`config.mk`:
```
export PLATFORM = sky130hd
export DESIGN_NAME = cmt_layer_scheduler
export DESIGN_NICKNAME = d
export VERILOG_FILES = /design/src/rtl/cmt_pkg.sv /design/src/rtl/cmt_watchdog.sv /design/src/rtl/cmt_layer_scheduler.sv
export SDC_FILE = /design/constraint.sdc
export NUM_CORES = 1
export LEC_CHECK = 0
export CORE_AREA = 2 2 93 95
export CTS_BUF_LIST = sky130_fd_sc_hd__clkbuf_8
export DETAILED_ROUTE_END_ITERATION = 10
export DIE_AREA = 0 0 95 97
export GPL_ROUTABILITY_DRIVEN = 0
export PLACE_DENSITY = 0.93
export SLEW_MARGIN = 20
export SYNTH_ARGS = -nofsm -noshare
export SYNTH_HDL_FRONTEND = slang
export SYNTH_SLANG_ARGS = --single-unit
```
`constraint.sdc`:
```
create_clock -name clk -period 4.3 [get_ports clk]
set_input_delay 0.86 -clock clk [delete_from_list [all_inputs] [get_ports clk]]
set_output_delay 0.86 -clock clk [all_outputs]
set_load 0.02 [all_outputs]
```
`src/rtl/cmt_pkg.sv`:
```
// Shared definitions for the layered-circuit proof scheduler.
package cmt_pkg;

    localparam int DEF_UINT_WIDTH = 32;
    localparam int DEF_NUM_LAYERS = 4;

    typedef enum logic [2:0] {
        S_IDLE,
        S_SEED,
        S_QUERY,
        S_LAUNCH,
        S_WAIT,
        S_FINAL,
        S_DONE
    } state_t;

endpackage

```
`src/rtl/cmt_watchdog.sv`:
```
// Cycle watchdog: counts enabled cycles since the last clear, flags the TIMEOUT-th one.
module cmt_watchdog #(
    parameter  int TIMEOUT = 1024,
    localparam int CW      = $clog2(TIMEOUT + 1)
) (
    input  logic clk,
    input  logic rst,
    input  logic clr,
    input  logic en,
    output logic expired
);

    logic [CW-1:0] cnt;
    logic [CW-1:0] cnt_eff;

    // clr takes effect in the same cycle, so the first cycle of a new state counts as cycle 1
    assign cnt_eff = clr ? '0 : cnt;
    assign expired = en && (cnt_eff == CW'(TIMEOUT - 1));

    always_ff @(posedge clk) begin
        if (rst)
            cnt <= '0;
        else if (en)
            cnt <= cnt_eff + 1'b1;
        else
            cnt <= '0;
    end

endmodule

```
`src/rtl/cmt_layer_scheduler.sv`:
```
// Verifier-side scheduler for a layered-circuit proof: seeds a gate label, then walks
// one sum-check per layer and compares the last reduced claim with the prover's input value.
module cmt_layer_scheduler
    import cmt_pkg::*;
#(
    parameter  int UINT_WIDTH = DEF_UINT_WIDTH,
    parameter  int NUM_LAYERS = DEF_NUM_LAYERS,
    parameter  int TIMEOUT    = 1024,
    localparam int NUM_BITS   = NUM_LAYERS - 1,
    localparam int LW         = $clog2(NUM_LAYERS) + 1
) (
    input  logic                  clk,
    input  logic                  rst,
    input  logic                  start,
    input  logic                  random,
    output logic                  qry_req,
    output logic                  qry_final,
    input  logic                  qry_ack,
    input  logic [UINT_WIDTH-1:0] qry_data,
    output logic                  sc_start,
    output logic [UINT_WIDTH-1:0] sc_claim,
    input  logic                  sc_done,
    input  logic                  sc_accept,
    input  logic [UINT_WIDTH-1:0] sc_reduced,
    output logic [LW-1:0]         layer,
    output logic [NUM_BITS-1:0]   gate_lbl,
    output logic                  busy,
    output logic                  done,
    output logic                  accept
);

    state_t                state;
    logic [UINT_WIDTH-1:0] claim;
    logic [LW-1:0]         seed_cnt;
    logic [LW-1:0]         layer_nxt;
    logic                  wd_clr;
    logic                  wd_en;
    logic                  wd_expired;

    assign wd_en     = (state == S_QUERY) || (state == S_WAIT) || (state == S_FINAL);
    assign layer_nxt = layer + LW'(1);

    cmt_watchdog #(.TIMEOUT(TIMEOUT)) u_wd (
        .clk     (clk),
        .rst     (rst),
        .clr     (wd_clr),
        .en      (wd_en),
        .expired (wd_expired)
    );

    always_ff @(posedge clk) begin
        if (rst) begin
            state     <= S_IDLE;
            claim     <= '0;
            seed_cnt  <= '0;
            wd_clr    <= 1'b0;
            layer     <= '0;
            gate_lbl  <= '0;
            accept    <= 1'b1;
            done      <= 1'b0;
            busy      <= 1'b0;
            qry_req   <= 1'b0;
            qry_final <= 1'b0;
            sc_start  <= 1'b0;
            sc_claim  <= '0;
        end else begin
            // wd_clr pulses for the first cycle of every new state
            wd_clr   <= 1'b0;
            sc_start <= 1'b0;
            case (state)
                S_IDLE, S_DONE: begin
                    if (start) begin
                        state    <= S_SEED;
                        wd_clr   <= 1'b1;
                        layer    <= '0;
                        gate_lbl <= '0;
                        seed_cnt <= '0;
                        accept   <= 1'b1;
                        done     <= 1'b0;
                        busy     <= 1'b1;
                    end
                end
                S_SEED: begin
                    gate_lbl <= NUM_BITS'({gate_lbl, random});
                    seed_cnt <= seed_cnt + LW'(1);
                    if (seed_cnt == LW'(NUM_BITS - 1)) begin
                        state     <= S_QUERY;
                        wd_clr    <= 1'b1;
                        qry_req   <= 1'b1;
                        qry_final <= 1'b0;
                    end
                end
                S_QUERY: begin
                    if (qry_ack) begin
                        claim    <= qry_data;
                        qry_req  <= 1'b0;
                        sc_start <= 1'b1;
                        sc_claim <= qry_data;
                        state    <= S_LAUNCH;
                        wd_clr   <= 1'b1;
                    end else if (wd_expired) begin
                        qry_req <= 1'b0;
                        accept  <= 1'b0;
                        done    <= 1'b1;
                        busy    <= 1'b0;
                        state   <= S_DONE;
                        wd_clr  <= 1'b1;
                    end
                end
                S_LAUNCH: begin
                    state  <= S_WAIT;
                    wd_clr <= 1'b1;
                end
                S_WAIT: begin
                    if (sc_done && !sc_accept) begin
                        accept <= 1'b0;
                        done   <= 1'b1;
                        busy   <= 1'b0;
                        state  <= S_DONE;
                        wd_clr <= 1'b1;
                    end else if (sc_done) begin
                        claim  <= sc_reduced;
                        layer  <= layer_nxt;
                        wd_clr <= 1'b1;
                        if (layer_nxt == LW'(NUM_LAYERS - 1)) begin
                            qry_req   <= 1'b1;
                            qry_final <= 1'b1;
                            state     <= S_FINAL;
                        end else begin
                            sc_start <= 1'b1;
                            sc_claim <= sc_reduced;
                            state    <= S_LAUNCH;
                        end
                    end else if (wd_expired) begin
                        accept <= 1'b0;
                        done   <= 1'b1;
                        busy   <= 1'b0;
                        state  <= S_DONE;
                        wd_clr <= 1'b1;
                    end
                end
                S_FINAL: begin
                    if (qry_ack || wd_expired) begin
                        accept    <= qry_ack && (qry_data == claim);
                        qry_req   <= 1'b0;
                        qry_final <= 1'b0;
                        done      <= 1'b1;
                        busy      <= 1'b0;
                        state     <= S_DONE;
                        wd_clr    <= 1'b1;
                    end
                end
                default: state <= S_IDLE;
            endcase
        end
    end

endmodule

```
## Word level (Yosys, flattened, before mapping)

Cells that the tools add are included.

| cells by class | value |
|---|---|
| add/subtract/negate cells | 3 |
| equal/unequal tests | 21 |
| mux-type cells | 66 |
| bitwise operators | 1 |
| reductions and logical operators | 24 |

Operators by type and width:

| cell | number |
|---|---|
| 2-to-1 mux 32 bit | 6 |
| one-hot mux 32 bit (2 select lines) | 2 |
| 2-to-1 mux 1 bit | 35 |
| 2-to-1 mux 3 bit | 11 |
| equality test 32 bit | 1 |
| one-hot mux 3 bit (2 select lines) | 3 |
| one-hot mux 3 bit (6 select lines) | 1 |
| one-hot mux 1 bit (4 select lines) | 4 |
| != test 2 bit, second input constant | 7 |
| equality test 3 x 2 -> 1 bit, second input constant | 4 |
| adder 11 x 1 -> 11 bit, second input constant | 1 |
| equality test 11 x 10 -> 1 bit, second input constant | 1 |
| 2-to-1 mux 11 bit | 1 |
| AND reduction 5 bit | 2 |
| equality test 3 bit, second input constant | 3 |
| AND reduction 4 bit | 2 |
| nonzero test 4 bit | 2 |
| AND reduction 7 bit | 1 |
| adder 3 x 1 -> 3 bit, second input constant | 2 |
| one-hot mux 1 bit (6 select lines) | 1 |
| AND reduction 6 bit | 1 |
| nonzero test 2 bit | 3 |
| != test 2 x 1 -> 1 bit, second input constant | 2 |
| OR reduction 2 bit | 2 |
| 13 further kinds | 17 |

| word-level totals | value |
|---|---|
| register bits | 94 |
| bits of input ports | 71 |

## Depth between registers and ports, before layout

Gate-level depths: netlist of run 1.

| logic depth | value |
|---|---|
| depth after elaboration | 8 |
| gate-level depth with buffers | 8 |
| mapped depth without buffers | 7 |

## By module

From an unflattened synthesis of run 1, not the netlist that was laid out.

| second synthesis, totals | value |
|---|---|
| cells, all modules | 520 |
| area, all modules | 4719.5 µm² |

By module, submodules not included:

| module | times used | cells each | area an instance (µm²) | sequential area each (µm²) |
|---|---|---|---|---|
| cmt_layer_scheduler | 1 | 458 | 4170.2 | 1661.6 |
| cmt_watchdog | 1 | 62 | 549.3 | 220.2 |

## Worst setup path before layout of run 1

OpenSTA, ideal clock, no wires.

| timing path | value |
|---|---|
| path type | reg-to-reg |
| start | register wd_clr |
| end | register busy |
| library setup time | 0.071 ns |
| data arrival time | 2.094 ns |
| data required time | 4.229 ns |
| setup slack | 2.135 ns |
| stages on the path, launching flop included | 8 |
| buffers on the path | 0 |
| clock period less this slack | 2.165 ns |
| cell sequence | dfxtp_1 > nor2b_1 > ha_1 > nand3_2 > o41a_1 > a211o_1 > or3_1 > a21oi_1 |

| between the ends | value |
|---|---|
| word-level cells in the longest chain between the ends | 7 |
| elaborated cells between the ends (all ways) | 11 |
| those cells by class | eq/ne (2); mux (6); reduce/logical (3) |

RTL lines:

| what | RTL line | RTL |
|---|---|---|
| start: declaration | cmt_layer_scheduler.sv:36 | `logic wd_clr;` |
| start signal: assignment | cmt_layer_scheduler.sv:56 | `wd_clr <= 1'b0;` |
| start signal: assignment | cmt_layer_scheduler.sv:68 | `wd_clr <= 1'b0;` |
| start signal: assignment | cmt_layer_scheduler.sv:74 | `wd_clr <= 1'b1;` |
| 2-to-1 mux 11 bit * | cmt_watchdog.sv:17 | `assign cnt_eff = clr ? '0 : cnt;` |
| equality test 11 x 10 -> 1 bit * | cmt_watchdog.sv:18 | `assign expired = en && (cnt_eff == CW'(TIMEOUT - 1));` |
| logical AND 1 bit * | cmt_watchdog.sv:18 |  |
| 2-to-1 mux 1 bit (3 in a row) | -- |  |
| one-hot mux 1 bit (4 select lines) | -- |  |
| end signal: assignment | cmt_layer_scheduler.sv:61 | `busy <= 1'b0;` |
| end signal: assignment | cmt_layer_scheduler.sv:80 | `busy <= 1'b1;` |
| end signal: assignment | cmt_layer_scheduler.sv:105 | `busy <= 1'b0;` |
| end: declaration | cmt_layer_scheduler.sv:27 | `output logic busy,` |

Every way passes the cells marked *; elsewhere a longest branch is shown, timed or not. The select of a mux whose other input is x is not followed.
A chain may end at the register's enable or synchronous reset.

## Worst setup path in the final report of run 1

| timing path | value |
|---|---|
| start | register state[1] |
| end | register sc_start |

| between the ends | value |
|---|---|
| word-level cells in the longest chain between the ends | 2 |
| elaborated cells between the ends (all ways) | 3 |
| those cells by class | eq/ne (2); mux (1) |

RTL lines:

| what | RTL line | RTL |
|---|---|---|
| start: declaration | cmt_layer_scheduler.sv:32 | `state_t state;` |
| start signal: assignment | cmt_layer_scheduler.sv:53 | `state <= S_IDLE;` |
| start signal: assignment | cmt_layer_scheduler.sv:73 | `state <= S_SEED;` |
| start signal: assignment | cmt_layer_scheduler.sv:87 | `state <= S_QUERY;` |
| equality test 3 bit or equality test 3 x 2 -> 1 bit (tied branches) | cmt_layer_scheduler.sv:70 | `case (state)` |
| one-hot mux 1 bit (2 select lines) * | cmt_layer_scheduler.sv:70 |  |
| end signal: assignment | cmt_layer_scheduler.sv:64 | `sc_start <= 1'b0;` |
| end signal: assignment | cmt_layer_scheduler.sv:69 | `sc_start <= 1'b0;` |
| end signal: assignment | cmt_layer_scheduler.sv:97 | `sc_start <= 1'b1;` |
| end: declaration | cmt_layer_scheduler.sv:20 | `output logic sc_start,` |

Every way passes the cells marked *; elsewhere a longest branch is shown, timed or not.

==> impl_metrics.env, run 1 <==
export IMPL_fillers=554
export IMPL_io_pins=115
export IMPL_min_from="busy$_SDFFE_PP0P_"
export IMPL_r2r_slack_ns=1.32
export IMPL_dr_pass1_iters=5
export IMPL_synth_most_common_cell="dfxtp_1"
export IMPL_ant_nets=0
export IMPL_layout_nets=672
export IMPL_drc=0
export IMPL_post_cts_buffers=0
export IMPL_fin_crit_ns=2.98
export IMPL_layout_drive_gt1_share=0.0500
export IMPL_fin_skew_ns=0.00842
export IMPL_max_stage_delay_ns=0.64
export IMPL_startpoint_type="flop"
export IMPL_worstPathRequired_ns=4.55
export IMPL_grtUsageTotal=0.266
export IMPL_multi_input_comb_area_mm2=0.00240
export IMPL_r2r_end="sc_start$_SDFF_PP0_"
export IMPL_arrival_ns=3.23
export IMPL_register_area_mm2=0.00188
export IMPL_die_width_um=95
export IMPL_ir_worst_vdd_mv=0.256
export IMPL_p_per_area_mw_per_mm2=458
export IMPL_wirelength_um=11800
export IMPL_cpMaxStageDelayCell="dfxtp_1"
export IMPL_synth_xor_area_frac=0.0827
export IMPL_synth_area_per_cell_um2=8.90
export IMPL_yosys_warnings=0
export IMPL_synthAdderAreaFrac=0.0169
export IMPL_cts_hold_repair_buffers=0
export IMPL_critPathTopFamily="simple AND/OR/NAND/NOR gates"
export IMPL_portBuffers=114
export IMPL_numCtsBuffers=9
export IMPL_syn_inst=500
export IMPL_path_max_fanout=38
export IMPL_wl_per_cell_um=16.7
export IMPL_max_freq_mhz=335
export IMPL_h_tree_depth=3
export IMPL_outcome="finished, final reports clean"
export IMPL_dp_hpwl_um=8200
export IMPL_ys_types=50
export IMPL_dr_total_vias=4171
export IMPL_clkTransAtPathRegs_ns=0.09
export IMPL_slew_violations=0
export IMPL_cts_path_max_buffers=2
export IMPL_ys_top_cells_by_area="dfxtp_1 (42%), a211oi_1 (11%), nor2_1 (7.8%)"
export IMPL_finalHoldViolCount=0
export IMPL_synthFlopType="dfxtp_1"
export IMPL_crit_type="flop to flop"
export IMPL_rsz0062_at_grt="false"
export IMPL_cts_repair_resized=0
export IMPL_relSlewSlack=0.452
export IMPL_synth_top_family_by_area="compound AO/OA/AOI/OAI gates"
export IMPL_path_cells="inv_1 -> nor3_1 -> a22o_2 -> buf_4 -> nor3b_1"
export IMPL_worstSetupStartpoint="state[1]$_SDFFE_PP0P_"
export IMPL_cts_tree="yes"
export IMPL_rows=33
export IMPL_initial_core_util=0.547
export IMPL_hp_class="flop to flop"
export IMPL_path_buf_inv=2
export IMPL_cts_sinks=94
export IMPL_synthesis_nets=577
export IMPL_ys_seq_area_frac=0.423
export IMPL_root_buffer="clkbuf_8"
export IMPL_hold_end="busy$_SDFFE_PP0P_"
export IMPL_r2r_cells=5
export IMPL_synthMuxAreaShare=0.0765
export IMPL_grt_pass1_vias=4167
export IMPL_die_area_mm2=0.00922
export IMPL_setup_tns_ns=0
export IMPL_p_leak_nw=2.13
export IMPL_worstSkewPairLatency_ns=0.37
export IMPL_setup_viol=0
export IMPL_gr_total_overflow=0
export IMPL_syn_to_final_growth_pct=31.3
export IMPL_yosys_area_top_type="dfxtp_1"
export IMPL_synth_compound_area_frac=0.193
export IMPL_cap_violations=0
export IMPL_drt_iter0_markers=252
export IMPL_netlist_area_mm2=0.00445
export IMPL_routed_via_density=5.92
export IMPL_finalCritPeriodShare=0.694
export IMPL_antenna_found_initial=0
export IMPL_tightest_slew_ns=0.822
export IMPL_async_flop_share=0
export IMPL_ys_top_cells_by_count="dfxtp_1 (94), nor2_1 (93), a211oi_1 (68)"
export IMPL_fin_total_pwr_mw=2.67
export IMPL_die_h_um=97
export IMPL_grt_first_pass_wirelength_um=19800
export IMPL_yosysTopAreaCellShare=0.423
export IMPL_diodes=0
export IMPL_synth_edff_count=0
export IMPL_end_kind="flop"
export IMPL_yosys_area_share_simple=0.168
export IMPL_holdPathStages=2
export IMPL_core_area_mm2=0.00813
export IMPL_grt_max_degree=81
export IMPL_ys_ff_latch=94
export IMPL_r2r_start="state[1]$_SDFFE_PP0P_"
==> registers in the layout, indices dropped and copies added, names as in the netlist, 3 cells and up <==
register	flops
seed_cnt	3
gate_lbl	3
u_wd.cnt	11
sc_claim	32
layer	3
state	3
claim	32
==> worst reg2reg max path: stages (launching register included) <==
cell and delay, ns:
dfxtp_1 0.64, inv_1 0.27, nor3_1 0.54, a22o_2 0.60, buf_4 0.46, nor3b_1 0.36
==> worst max path at each step <==
stage                                 to  slack [ns]  cells after the start
2_1_floorplan          busy$_SDFFE_PP0P_        2.14                      7
5_1_grt        sc_claim[20]$_SDFFE_PP0P_        1.05                      6
4_1_cts        sc_claim[27]$_SDFFE_PP0P_        1.39                      6
6_report             sc_start$_SDFF_PP0_        1.32                      5
3_5_place_dp   sc_claim[22]$_SDFFE_PP0P_        1.13                      7
3_3_place_gp         sc_start$_SDFF_PP0_        1.19                      6
==> power by group <==
| group | total (mW) | internal [mW] | switching [mW] |
|---|---|---|---|
| Combinational | 0.870 | 0.401 | 0.469 |
| Sequential | 1.13 | 1.00 | 0.132 |
| Clock | 0.670 | 0.348 | 0.322 |
==> routing by layer <==
metal / share of wire / up-vias / track usage / wire (um)
li1: - / 1989 / - / -
met4: 0.040 / 0 / 0.129 / 472
met5: 0 / - / 0 / 0
met2: 0.48 / 201 / 0.431 / 5710
met3: 0.073 / 48 / 0.0475 / 863
met1: 0.40 / 1933 / 0.339 / 4740
==> through the flow <==
| stage | hold slack (ns) | setup WS, ns | instances | utilization | instance area, um^2 |
|---|---|---|---|---|---|
| finish | 0.490 | 1.32 | 705 | 0.718 | 5840 |
| global route | 0.530 | 1.05 | 705 | 0.718 | 5840 |
| CTS | 0.497 | 1.39 | 705 | 0.718 | 5840 |
| detailed placement | 0.487 | 1.13 | 689 | 0.690 | 5610 |
| global placement | 0.461 | 1.19 | 689 | 0.690 | 5610 |
| floorplan | 0.469 | 2.14 | 500 | - | 4450 |
==> cells in the final DEF (no fill, tap or decap), types with 3 or more instances in the layout <==
cell type        netlist  routed
xnor2_1               35      35
nor2b_1                9       9
mux2i_1               34      34
nand3_1                8       8
nor4_1                 3       3
a211o_1                3       3
nor3_1                 7       7
nor2_1                93      93
nor3b_1                3       3
dfxtp_1               94      94
buf_4                  2       4
a21oi_1               17      16
inv_1                  9       9
ha_1                   6       6
o21ai_0                9       9
a22oi_1                3       3
clkbuf_8               0      10
nand4_1               11      11
nand2_1               12      12
a211oi_1              68      68
xor2_1                 7       7
clkdlybuf4s50_1        0     113
==> area by class of cell <==
type                            instances  share of cell area
Multi-Input combinational cell        363               0.411
Clock buffer                           10              0.0236
Clock inverter                          6              0.0156
Timing Repair Buffer                  118               0.200
Tap cell                              105              0.0225
Inverter                                9             0.00578
Sequential cell                        94               0.322
==> logic make-up (layout without fill, tap and decap cells) <==
| kind of cell | after synthesis | count (layout) |
|---|---|---|
| simple gates | 161 | 161 |
| compound gates | 120 | 120 |
| flops | 94 | 94 |
| buf+inv | 43 | 143 |
| xor+xnor | 42 | 42 |
| mux | 34 | 34 |
| fa+ha+maj | 6 | 6 |
(Power assumes the default switching activity.)
==> run 2: changes to the inputs <==
CORE_AREA = 2 2 102 104   (was 2 2 93 95)
DIE_AREA = 0 0 104 106   (was 0 0 95 97)
PLACE_DENSITY = 0.82   (was 0.93)
clock period = 2.6 ns   (was 4.3 ns; I/O delays follow)
==> impl_metrics.env, run 2 (same netlist as run 1, synthesis figures left out) <==
export IMPL_portBuffers=114
export IMPL_grt_max_degree=81
export IMPL_h_tree_depth=3
export IMPL_max_stage_delay_ns=0.46
export IMPL_ant_nets=0
export IMPL_slew_violations=0
export IMPL_cts_path_max_buffers=2
export IMPL_p_leak_nw=2.16
export IMPL_die_width_um=104
export IMPL_ir_worst_vdd_mv=0.433
export IMPL_grtUsageTotal=0.209
export IMPL_arrival_ns=2.68
export IMPL_worstPathRequired_ns=2.89
export IMPL_outcome="finished, final reports clean"
export IMPL_startpoint_type="flop"
export IMPL_rsz0062_at_grt="false"
export IMPL_dr_total_vias=4066
export IMPL_diodes=0
export IMPL_cts_tree="yes"
export IMPL_hp_class="flop to flop"
export IMPL_end_kind="flop"
export IMPL_cap_violations=0
export IMPL_setup_viol=0
export IMPL_instances_no_fill=743
export IMPL_p_per_area_mw_per_mm2=734
export IMPL_drt_iter0_markers=179
export IMPL_core_area_mm2=0.0100
export IMPL_gr_total_overflow=0
export IMPL_cts_hold_repair_buffers=0
export IMPL_numCtsBuffers=9
export IMPL_finalCritPeriodShare=0.918
export IMPL_wl_per_cell_um=15.5
export IMPL_fin_skew_ns=0.00726
export IMPL_grt_first_pass_wirelength_um=18700
export IMPL_path_cells="nor2b_1 -> ha_1 -> nand3_2 -> o41a_1 -> a211o_1 -> or3_1 -> a21oi_1"
export IMPL_dp_hpwl_um=8400
export IMPL_finalHoldViolCount=0
export IMPL_tightest_slew_ns=0.835
export IMPL_reg_top3="claim: 32 flops, sc_claim: 32 flops, u_wd.cnt: 11 flops"
export IMPL_grt_pass1_vias=3922
export IMPL_dr_pass1_iters=5
export IMPL_layout_nets=679
export IMPL_io_pins=115
export IMPL_max_freq_mhz=419
export IMPL_mostFrequentLayoutCells="clkdlybuf4s50_1 (113), dfxtp_1 (94), nor2_1 (93), a211oi_1 (68), xnor2_1 (35)"
export IMPL_relSlewSlack=0.443
export IMPL_syn_to_final_growth_pct=33.4
export IMPL_drc=0
export IMPL_cts_repair_resized=0
export IMPL_root_buffer="clkbuf_8"
export IMPL_initial_core_util=0.445
export IMPL_routed_via_density=5.47
export IMPL_final_util=0.594
export IMPL_wirelength_um=11500
export IMPL_crit_type="flop to flop"
export IMPL_cpMaxStageDelayCell="o41a_1"
export IMPL_die_h_um=106
export IMPL_cts_sinks=94
export IMPL_worstSkewPairLatency_ns=0.36
export IMPL_setup_tns_ns=0
export IMPL_path_max_fanout=7
export IMPL_layout_drive_gt1_share=0.0610
export IMPL_die_area_mm2=0.0110
export IMPL_antenna_found_initial=0
export IMPL_critPathTopFamily="compound AO/OA/AOI/OAI gates"
export IMPL_rows=37
export IMPL_post_cts_buffers=0
export IMPL_fin_crit_ns=2.39
export IMPL_dpl_cell_count=727
export IMPL_final_common_cell="clkdlybuf4s50_1"
export IMPL_path_buf_inv=0
export IMPL_clkTransAtPathRegs_ns=0.09
-- run 2: cell count changes in the layout (fill, tap and decap cells not counted), sizes merged --
cell and delta:
inv -1, buf +7, bufinv -1, clkinv +1
clkinvlp +1
-- run 2: stage by stage --
stage	worst slack [ns]	instance area (um^2)	total power, mW	hold WS, ns
finish	0.214	5940	4.36	0.503
global route	0.0365	5940	4.61	0.532
CTS	0.227	5940	4.36	0.506
detailed placement	0.208	5730	3.36	0.489
global placement	0.272	5730	3.32	0.481
floorplan	0.435	4450	2.77	0.469
-- run 2: worst reg2reg max path: stages (launching register included) --
cell and delay (ns):
dfxtp_1 0.38, nor2b_1 0.19, ha_1 0.25, nand3_2 0.13
o41a_1 0.46, a211o_1 0.38, or3_1 0.37, a21oi_1 0.16
-- run 2: area by class of cell --
cell class | count | area (um^2)
Sequential cell | 94 | 1880
Tap cell | 136 | 170
Clock buffer | 10 | 138
Timing Repair Buffer | 125 | 1240
Fill cell | 870 | 4060
Multi-Input combinational cell | 363 | 2400
Inverter | 9 | 33.8
Clock inverter | 6 | 68.8
-- run 2: worst paths after layout --
check                         start           endpoint  slack [ns]  cells past startpoint
setup reg to reg  wd_clr$_SDFF_PP0_  busy$_SDFFE_PP0P_        0.21                      7
hold / removal    done$_SDFFE_PP0P_  done$_SDFFE_PP0P_        0.50                      1
setup / recovery  wd_clr$_SDFF_PP0_  busy$_SDFFE_PP0P_        0.21                      7
hold reg to reg   done$_SDFFE_PP0P_  done$_SDFFE_PP0P_        0.50                      1
-- run 2: metal layers --
metal,global-route usage,wire length (um),vias up,share of wire
met1,0.274,5030,1891,0.44
met5,0,0,-,0
li1,-,-,1999,-
met3,0.0589,756,14,0.066
met2,0.336,5570,162,0.48
met4,0.0627,164,0,0.014
-- run 2: power breakdown --
group / switching [mW] / internal [mW]
clock: 0.534 / 0.476
sequential: 0.166 / 1.66
combinational: 0.817 / 0.705
total: 1.52 / 2.84
==> run 3: changes to the inputs <==
CORE_AREA = 2 2 137 139   (was 2 2 102 104)
DIE_AREA = 0 0 139 141   (was 0 0 104 106)
PLACE_DENSITY = 0.53   (was 0.82)
==> impl_metrics.env, run 3 (same netlist as run 1, synthesis figures left out) <==
export IMPL_outcome="finished, final reports clean"
export IMPL_slew_violations=0
export IMPL_dp_hpwl_um=9780
export IMPL_numCtsBuffers=9
export IMPL_ant_nets=0
export IMPL_io_pins=115
export IMPL_r2r_cells=7
export IMPL_rows=50
export IMPL_grtUsageTotal=0.133
export IMPL_die_width_um=139
export IMPL_max_freq_mhz=416
export IMPL_hold_end="sc_start$_SDFF_PP0_"
export IMPL_syn_to_final_growth_pct=36.6
export IMPL_grt_first_pass_wirelength_um=20900
export IMPL_holdPathStages=1
export IMPL_hold_ws_ns=0.484
export IMPL_crit_type="flop to flop"
export IMPL_worstPathRequired_ns=2.88
export IMPL_ir_worst_vdd_mv=0.259
export IMPL_wirelength_um=13000
export IMPL_layout_nets=685
export IMPL_final_util=0.333
export IMPL_dr_pass1_iters=4
export IMPL_antenna_found_initial=0
export IMPL_worstSkewPairLatency_ns=0.36
export IMPL_drt_iter0_markers=143
export IMPL_setup_viol=0
export IMPL_wl_per_cell_um=15.4
export IMPL_relSlewSlack=0.410
export IMPL_hp_class="flop to flop"
export IMPL_tightest_slew_ns=0.885
export IMPL_clkTransAtPathRegs_ns=0.09
export IMPL_mostFrequentLayoutCells="clkdlybuf4s50_1 (113), dfxtp_1 (94), nor2_1 (93), a211oi_1 (67), xnor2_1 (35)"
export IMPL_reg_top3="claim: 32 flops, sc_claim: 32 flops, u_wd.cnt: 11 flops"
export IMPL_end_kind="flop"
export IMPL_rsz0062_at_grt="false"
export IMPL_cap_violations=0
export IMPL_core_area_mm2=0.0183
export IMPL_initial_core_util=0.244
export IMPL_finalHoldViolCount=0
export IMPL_root_buffer="clkbuf_8"
export IMPL_die_h_um=141
export IMPL_fin_crit_ns=2.40
export IMPL_finalCritPeriodShare=0.924
export IMPL_grt_max_degree=81
export IMPL_p_per_area_mw_per_mm2=714
export IMPL_gr_total_overflow=0
export IMPL_portBuffers=114
export IMPL_path_max_fanout=5
export IMPL_drc=0
export IMPL_dr_total_vias=3961
export IMPL_r2r_slack_ns=0.20
export IMPL_cts_sinks=94
export IMPL_cts_hold_repair_buffers=0
export IMPL_cts_path_max_buffers=2
export IMPL_layout_drive_gt1_share=0.0656
export IMPL_final_common_cell="clkdlybuf4s50_1"
export IMPL_p_leak_nw=2.18
export IMPL_fin_skew_ns=0.00921
export IMPL_r2r_end="busy$_SDFFE_PP0P_"
export IMPL_startpoint_type="flop"
export IMPL_r2r_start="u_wd.cnt[0]$_SDFF_PP0_"
export IMPL_setup_tns_ns=0
export IMPL_routed_via_density=4.69
export IMPL_die_area_mm2=0.0196
export IMPL_h_tree_depth=3
export IMPL_arrival_ns=2.68
export IMPL_min_from="state[0]$_SDFFE_PP0P_"
export IMPL_diodes=0
export IMPL_grt_pass1_vias=4043
export IMPL_cts_tree="yes"
run 3: changes by cell type in the layout (fill, tap and decap cells not counted):
cell	change
inv_1	+1
buf_4	+6
a211oi_2	+1
clkinvlp_4	-1
a211oi_1	-1
inv_6	-1
clkinv_4	-2
run 3: timing repair:
item                                   4_1_cts  5_1_grt
setup buffers                                0        0
gates resized for setup                      0        1
endpoints found under the hold margin        0        0
setup endpoints to repair                    0        1
run 3: how the worst max path moves through the flow:
stage,start,slack (ns),to,depth (start not counted)
finish,u_wd.cnt[0]$_SDFF_PP0_,0.20,busy$_SDFFE_PP0P_,7
global route,u_wd.cnt[0]$_SDFF_PP0_,0.03,busy$_SDFFE_PP0P_,7
CTS,u_wd.cnt[0]$_SDFF_PP0_,0.22,busy$_SDFFE_PP0P_,7
detailed placement,qry_ack,0.20,claim[4]$_SDFFE_PP0P_,7
global placement,qry_ack,0.21,claim[4]$_SDFFE_PP0P_,7
floorplan,wd_clr$_SDFF_PP0_,0.43,busy$_SDFFE_PP0P_,7
run 3: layer usage:
metal / track usage / up-vias / share of wire
li1: - / 2007 / -
met3: 0.0255 / 13 / 0.049
met1: 0.166 / 1840 / 0.45
met4: 0.0494 / 0 / 0.018
met5: 0 / - / 0
met2: 0.227 / 101 / 0.48
run 3: critical path, stage by stage, from the launching register on:
cell and delay, ns:
dfxtp_1 0.36, nor2b_1 0.18, ha_1 0.25, nand3_2 0.15, o41a_1 0.46, a211o_1 0.38
or3_1 0.38, a21oi_1 0.15
run 3: final cells by class:
| type | instances | area, um^2 |
|---|---|---|
| Inverter | 9 | 33.8 |
| Multi-Input combinational cell | 363 | 2400 |
| Tap cell | 234 | 293 |
| Clock inverter | 3 | 38.8 |
| Sequential cell | 94 | 1880 |
| Timing Repair Buffer | 131 | 1290 |
| Fill cell | 1918 | 12200 |
| Clock buffer | 10 | 138 |
run 3: per-stage QoR:
stage               std cells  setup slack (ns)  power [mW]  cell area, um^2
floorplan                 500             0.435        2.77             4450
global placement          831             0.214        3.40             5900
detailed placement        831             0.196        3.43             5900
CTS                       844             0.218        4.39             6070
global route              844            0.0314        4.61             6080
finish                    844             0.197        4.34             6080
run 3: power breakdown:
group          internal, mW  switching [mW]  leakage, nW  total (mW)
combinational         0.730           0.860         1.33        1.59
clock                 0.451           0.496       0.0953       0.947
sequential             1.66           0.143        0.760        1.80
